## src/rtl/serial_subtractor.sv

```systemverilog
// Bit-serial subtractor: y = a - b, one bit per clock LSB first, with a
// start/busy handshake and a one-cycle done pulse when the result lands.
module serial_subtractor #(
    parameter int unsigned WIDTH = 16
) (
    input  logic             clk_i,
    input  logic             rst_i,
    input  logic             start_i,
    input  logic [WIDTH-1:0] a_bi,
    input  logic [WIDTH-1:0] b_bi,
    output logic             busy_o,
    output logic             done_o,
    output logic [WIDTH-1:0] y_bo,
    output logic             borrow_o
);

    localparam int unsigned CNT_W = $clog2(WIDTH) + 1;

    typedef enum logic {
        IDLE = 1'b0,
        WORK = 1'b1
    } state_t;

    state_t             state, state_n;
    logic [WIDTH-1:0]   a_sr, a_sr_n;
    logic [WIDTH-1:0]   b_sr, b_sr_n;
    logic [WIDTH-1:0]   res_sr, res_sr_n;
    logic               br, br_n;
    logic [CNT_W-1:0]   cnt, cnt_n;
    logic               busy_n, done_n, borrow_n;
    logic [WIDTH-1:0]   y_n;

    // Full-subtractor cell on the current LSB of the operand shift registers
    logic diff_c, br_next_c;
    assign diff_c    = a_sr[0] ^ b_sr[0] ^ br;
    assign br_next_c = (~a_sr[0] & b_sr[0]) | (~(a_sr[0] ^ b_sr[0]) & br);

    always_ff @(posedge clk_i) begin
        if (rst_i) begin
            state    <= IDLE;
            a_sr     <= '0;
            b_sr     <= '0;
            res_sr   <= '0;
            br       <= 1'b0;
            cnt      <= '0;
            busy_o   <= 1'b0;
            done_o   <= 1'b0;
            y_bo     <= '0;
            borrow_o <= 1'b0;
        end else begin
            state    <= state_n;
            a_sr     <= a_sr_n;
            b_sr     <= b_sr_n;
            res_sr   <= res_sr_n;
            br       <= br_n;
            cnt      <= cnt_n;
            busy_o   <= busy_n;
            done_o   <= done_n;
            y_bo     <= y_n;
            borrow_o <= borrow_n;
        end
    end

    always_comb begin
        state_n  = state;
        a_sr_n   = a_sr;
        b_sr_n   = b_sr;
        res_sr_n = res_sr;
        br_n     = br;
        cnt_n    = cnt;
        busy_n   = busy_o;
        done_n   = 1'b0;
        y_n      = y_bo;
        borrow_n = borrow_o;

        unique case (state)
            IDLE: begin
                if (start_i) begin
                    a_sr_n   = a_bi;
                    b_sr_n   = b_bi;
                    res_sr_n = '0;
                    br_n     = 1'b0;
                    cnt_n    = '0;
                    busy_n   = 1'b1;
                    state_n  = WORK;
                end
            end
            WORK: begin
                res_sr_n = {diff_c, res_sr[WIDTH-1:1]};
                a_sr_n   = a_sr >> 1;
                b_sr_n   = b_sr >> 1;
                br_n     = br_next_c;
                cnt_n    = cnt + CNT_W'(1);
                // Publish only the complete word so partial results never show
                if (cnt == CNT_W'(WIDTH - 1)) begin
                    y_n      = {diff_c, res_sr[WIDTH-1:1]};
                    borrow_n = br_next_c;
                    busy_n   = 1'b0;
                    done_n   = 1'b1;
                    state_n  = IDLE;
                end
            end
            default: state_n = IDLE;
        endcase
    end

endmodule
```

## config.mk

```make
export PLATFORM = sky130hd
export DESIGN_NAME = serial_subtractor
export DESIGN_NICKNAME = d
export VERILOG_FILES = /design/src/rtl/serial_subtractor.sv
export SDC_FILE = /design/constraint.sdc
export NUM_CORES = 1
export LEC_CHECK = 0
export CAP_MARGIN = 20
export CORE_MARGIN = 1.5
export CORE_UTILIZATION = 50
export CTS_BUF_LIST = sky130_fd_sc_hd__clkbuf_4 sky130_fd_sc_hd__clkbuf_8
export CTS_CLUSTER_SIZE = 24
export DETAILED_ROUTE_END_ITERATION = 6
export DONT_BUFFER_PORTS = 1
export SYNTH_ARGS = -nofsm -noshare
export SYNTH_HDL_FRONTEND = slang
export SYNTH_SLANG_ARGS = --single-unit
```

## constraint.sdc

```tcl
create_clock -name clk_i -period 2.05 [get_ports clk_i]
set_clock_uncertainty 0.15 [all_clocks]
set_input_delay 0.205 -clock clk_i [delete_from_list [all_inputs] [get_ports clk_i]]
set_output_delay 0.205 -clock clk_i [all_outputs]
set_load 0.02 [all_outputs]
```

==> metrics.md <==
| Metric | Value |
|---|---|
| Layout cells sized above 1 | `16.48%` |
| Post-synth EDFFs | `0` |
| HPWL after DPL | `3276 um` |
| Crit. path cell count | `6` |
| Max clock buf depth | `2` |
| PortBufs | `0` |
| Drt drc | `0` |
| Total gr overflow | `0` |
| Most frequent cell after synthesis | `dfxtp_1` |
| Combinational share of power | `11.0%` |
| Ranking of synthesized cells by area | `dfxtp_1 (44%), mux2_4 (12%), mux2i_1 (10%), nor2_1 (6.1%), a21oi_1 (5.2%)` |
| Post_cts resized | `0` |
| Least-Margin Pin Slew | `0.4293 ns` |
| Worst hold endpoint | `a_sr[2]` |
| Clk Latency, worst-skew pair | `0.33 ns` |
| Synthesized net count | `363` |
| CP endpoint kind | `register` |
| DRT Pass-1 Iters | `4` |
| Placed instance area | `3227 um^2` |
| H-tree levels | `3` |
| Predominant post-synthesis flop cell | `dfxtp_1` |
| Seq/Total Area, Yosys | `44.48%` |
| Reg2reg start | `cnt[0]` |
| Critical-path cell list | `ha_1, and3_1, ha_1, and2_1, buf_4, a211oi_1` |
| Post-synthesis async set-or-reset flop share | `0%` |
| CP max stage delay | `0.33 ns` |
| Design area | `3786 um^2` |
| Hold Crit Class | `in2reg` |
| Layout Nets | `389` |
| Hold_buf cts | `35` |
| Num ports | `54` |
| Worst Path Required | `2.15 ns` |
| Synthesized cell area | `3286 um^2` |
| Core Rows | `29` |
| Crit path launch type | `register` |
| Max-Cap Viols | `0` |
| YS warnings | `0` |
| Yosys reg bits | `73` |
| Unrepaired setup endpoints after global routing | `no` |
| TNS Setup | `0 ns` |
| Filler cells | `552` |
| Antenna Cells | `0` |
| Core area | `6350 um^2` |
| GRT Total Usage | `17.24%` |
| Critical path's most frequent cell | `ha_1` |
| Unique masters post-synth | `30` |
| Fmax | `0.5720 GHz` |
| Cell taking the most area after synthesis | `dfxtp_1` |
| Layout area overhead | `15.23%` |
| Post-CTS Setup Bufs | `0` |
| Initial detailed-routing violation count | `83` |
| Total power | `2788 uW` |
| Peak supply drop | `0.0004318 V` |
| Top Family by Delay on Critical Path | `adder cells` |
| Post-synth top area share | `44.48%` |
| Post-route ant nets | `0` |
| CP Data Arrival Time | `1.84 ns` |
| Slowest stage cell, crit path | `dfxtp_1` |
| Max Slew Vio Count | `0` |
| DRT Wirelength | `5749 um` |
| Outcome | `complete, no violations` |
| CTS Root Buffer Type | `clkbuf_8` |
| Core Util, Final | `59.63%` |
| Crit path time final | `1.748 ns` |
| HP Start | `start_i` |
| Mean Syn Cell Area | `10.14 um^2` |
| Gpl congestion | `0.6903` |
| Buf+Inv Stages, Crit Path | `1` |
| Worst hold margin | `0.01521 ns` |
| Multi-input logic area | `1599 um^2` |
| Final period utilization | `85.28%` |
| Hold depth | `3` |
| Leak | `0.001491 uW` |
| TritonCTS clock tree | `yes` |
| Pwr dens | `736.3 nW/um^2` |
| R2r worst-path depth | `6` |
| First-pass GRT wire length | `9804 um` |
| RR Endpoint | `borrow_o` |
| TritonCTS buffer count | `9` |
| Setup CP Type | `reg2reg` |
| Critical-path maximum fanout | `19` |
| Vias in the first global route | `2164` |
| Vias per std cell | `5.166` |
| Endpoints failing setup | `0` |
| Die span in x | `84.07 um` |
| Sink Count | `73` |
| FF+latch area | `1465 um^2` |
| Switching share of power | `22.72%` |
| Initial antenna violation count | `0` |
| Largest net degree at the start of global routing | `74` |
| Sequential share of power | `54.0%` |
| Hold Vio Cnt, Final | `0` |
| Post-Synthesis Cells | `324` |
| CTS clock-pin slew for the worst setup and hold paths | `0.07 ns` |
| Overall die height | `84.07 um` |
| Synth top cells by count | `dfxtp_1 (73), nor2_1 (53), nand2_1 (35), a21oi_1 (34), mux2i_1 (33)` |
| Internal | `2154 uW` |
| Worst reg2reg setup slack | `0.30 ns` |
| Drt wl/cell | `13.40 um` |
| Slew HR | `71.28%` |
| Starting Density | `51.74%` |
| Full die area | `7067 um^2` |
| Vias | `2216` |
| Switching power | `633.2 uW` |
| Clock share of power | `35.0%` |
## layout make-up
type                       count  area share [%]
multi-input combinational    223           42.23
clock buffer                  12           4.197
sequential                    73           38.70
inverter                       3          0.2974
timing repair buffer          40           11.90
tap                           77           2.545
clock inverter                 1          0.1322
## worst register-to-register path, cell delays in order, from the launching register on
cell and delay (ns):
dfxtp_1 0.33, ha_1 0.22, and3_1 0.20, ha_1 0.19, and2_1 0.15, buf_4 0.19
a211oi_1 0.23
## placed cells by master (no fill, tap or decap), drive strengths merged
cell / netlist / layout
dfxtp: 73 / 73
nor2: 53 / 53
nand2: 35 / 35
a21oi: 34 / 34
dlygate4sd3: 0 / 34
mux2i: 33 / 33
mux2: 30 / 30
nor3b: 16 / 16
clkbuf: 7 / 12
buf: 18 / 6
inv: 3 / 3
nor3: 3 / 3
ha: 3 / 3
nand3: 2 / 2
nor2b: 2 / 2
nand2b: 2 / 2
o31a: 2 / 2
and3: 1 / 1
and2: 1 / 1
or3b: 1 / 1
a31oi: 1 / 1
o21ai: 1 / 1
nand3b: 1 / 1
a211oi: 1 / 1
fa: 1 / 1
clkinv: 0 / 1
## registers in the layout, summed over array words and instances, names as in the netlist
signal,count
a_sr,16
b_sr,16
borrow_o,1
br,1
busy_o,1
cnt,5
done_o,1
res_sr,15
state,1
y_bo,16
## stage by stage
step	instances	worst slack, ns
after floorplan	324	0.3177
after global placement	380	0.3464
after detailed placement	380	0.3107
after CTS	428	0.05599
after global routing	429	0.1316
final	429	0.3018
## metal layers
| layer | part of all wire [%] | vias to the layer above | wire length (um) | track usage [%] |
|---|---|---|---|---|
| li1 | - | 1142 | - | - |
| met1 | 46 | 1030 | 2665 | 21.00 |
| met2 | 49 | 39 | 2811 | 28.80 |
| met3 | 3.6 | 5 | 209 | 3.561 |
| met4 | 1.1 | 0 | 63 | 8.495 |
| met5 | 0 | - | 0 | 0 |
## power groups by stage
stage	sequential, uW	clock, uW	combinational (uW)
2_1_floorplan	1520	0	260
3_5_place_dp	1540	0	211
3_3_place_gp	1540	0	206
6_report	1510	974	307
5_1_grt	1510	1070	333
4_1_cts	1510	1010	301
## logic make-up (layout without fill, tap and decap cells)
kind of cell | Yosys count | after routing | synth area share (%)
buffers and inverters | 28 | 56 | 6.854
and+or+nand+nor | 117 | 117 | 17.33
muxes | 63 | 63 | 23.31
DFF | 73 | 73 | 44.48
adders and majority gates | 4 | 4 | 1.752
AOI/OAI and AO/OA | 39 | 39 | 6.283
## worst max-delay path by stage
stage / from / end / slack [ns]
detailed placement: cnt[0] / borrow_o / 0.31
floorplan: cnt[0] / y_bo[15] / 0.32
finish: cnt[0] / borrow_o / 0.30
global placement: cnt[0] / borrow_o / 0.35
global route: cnt[0] / borrow_o / 0.13
CTS: start_i / cnt[2] / 0.06
Note: power is estimated with default switching activity, not from simulation.
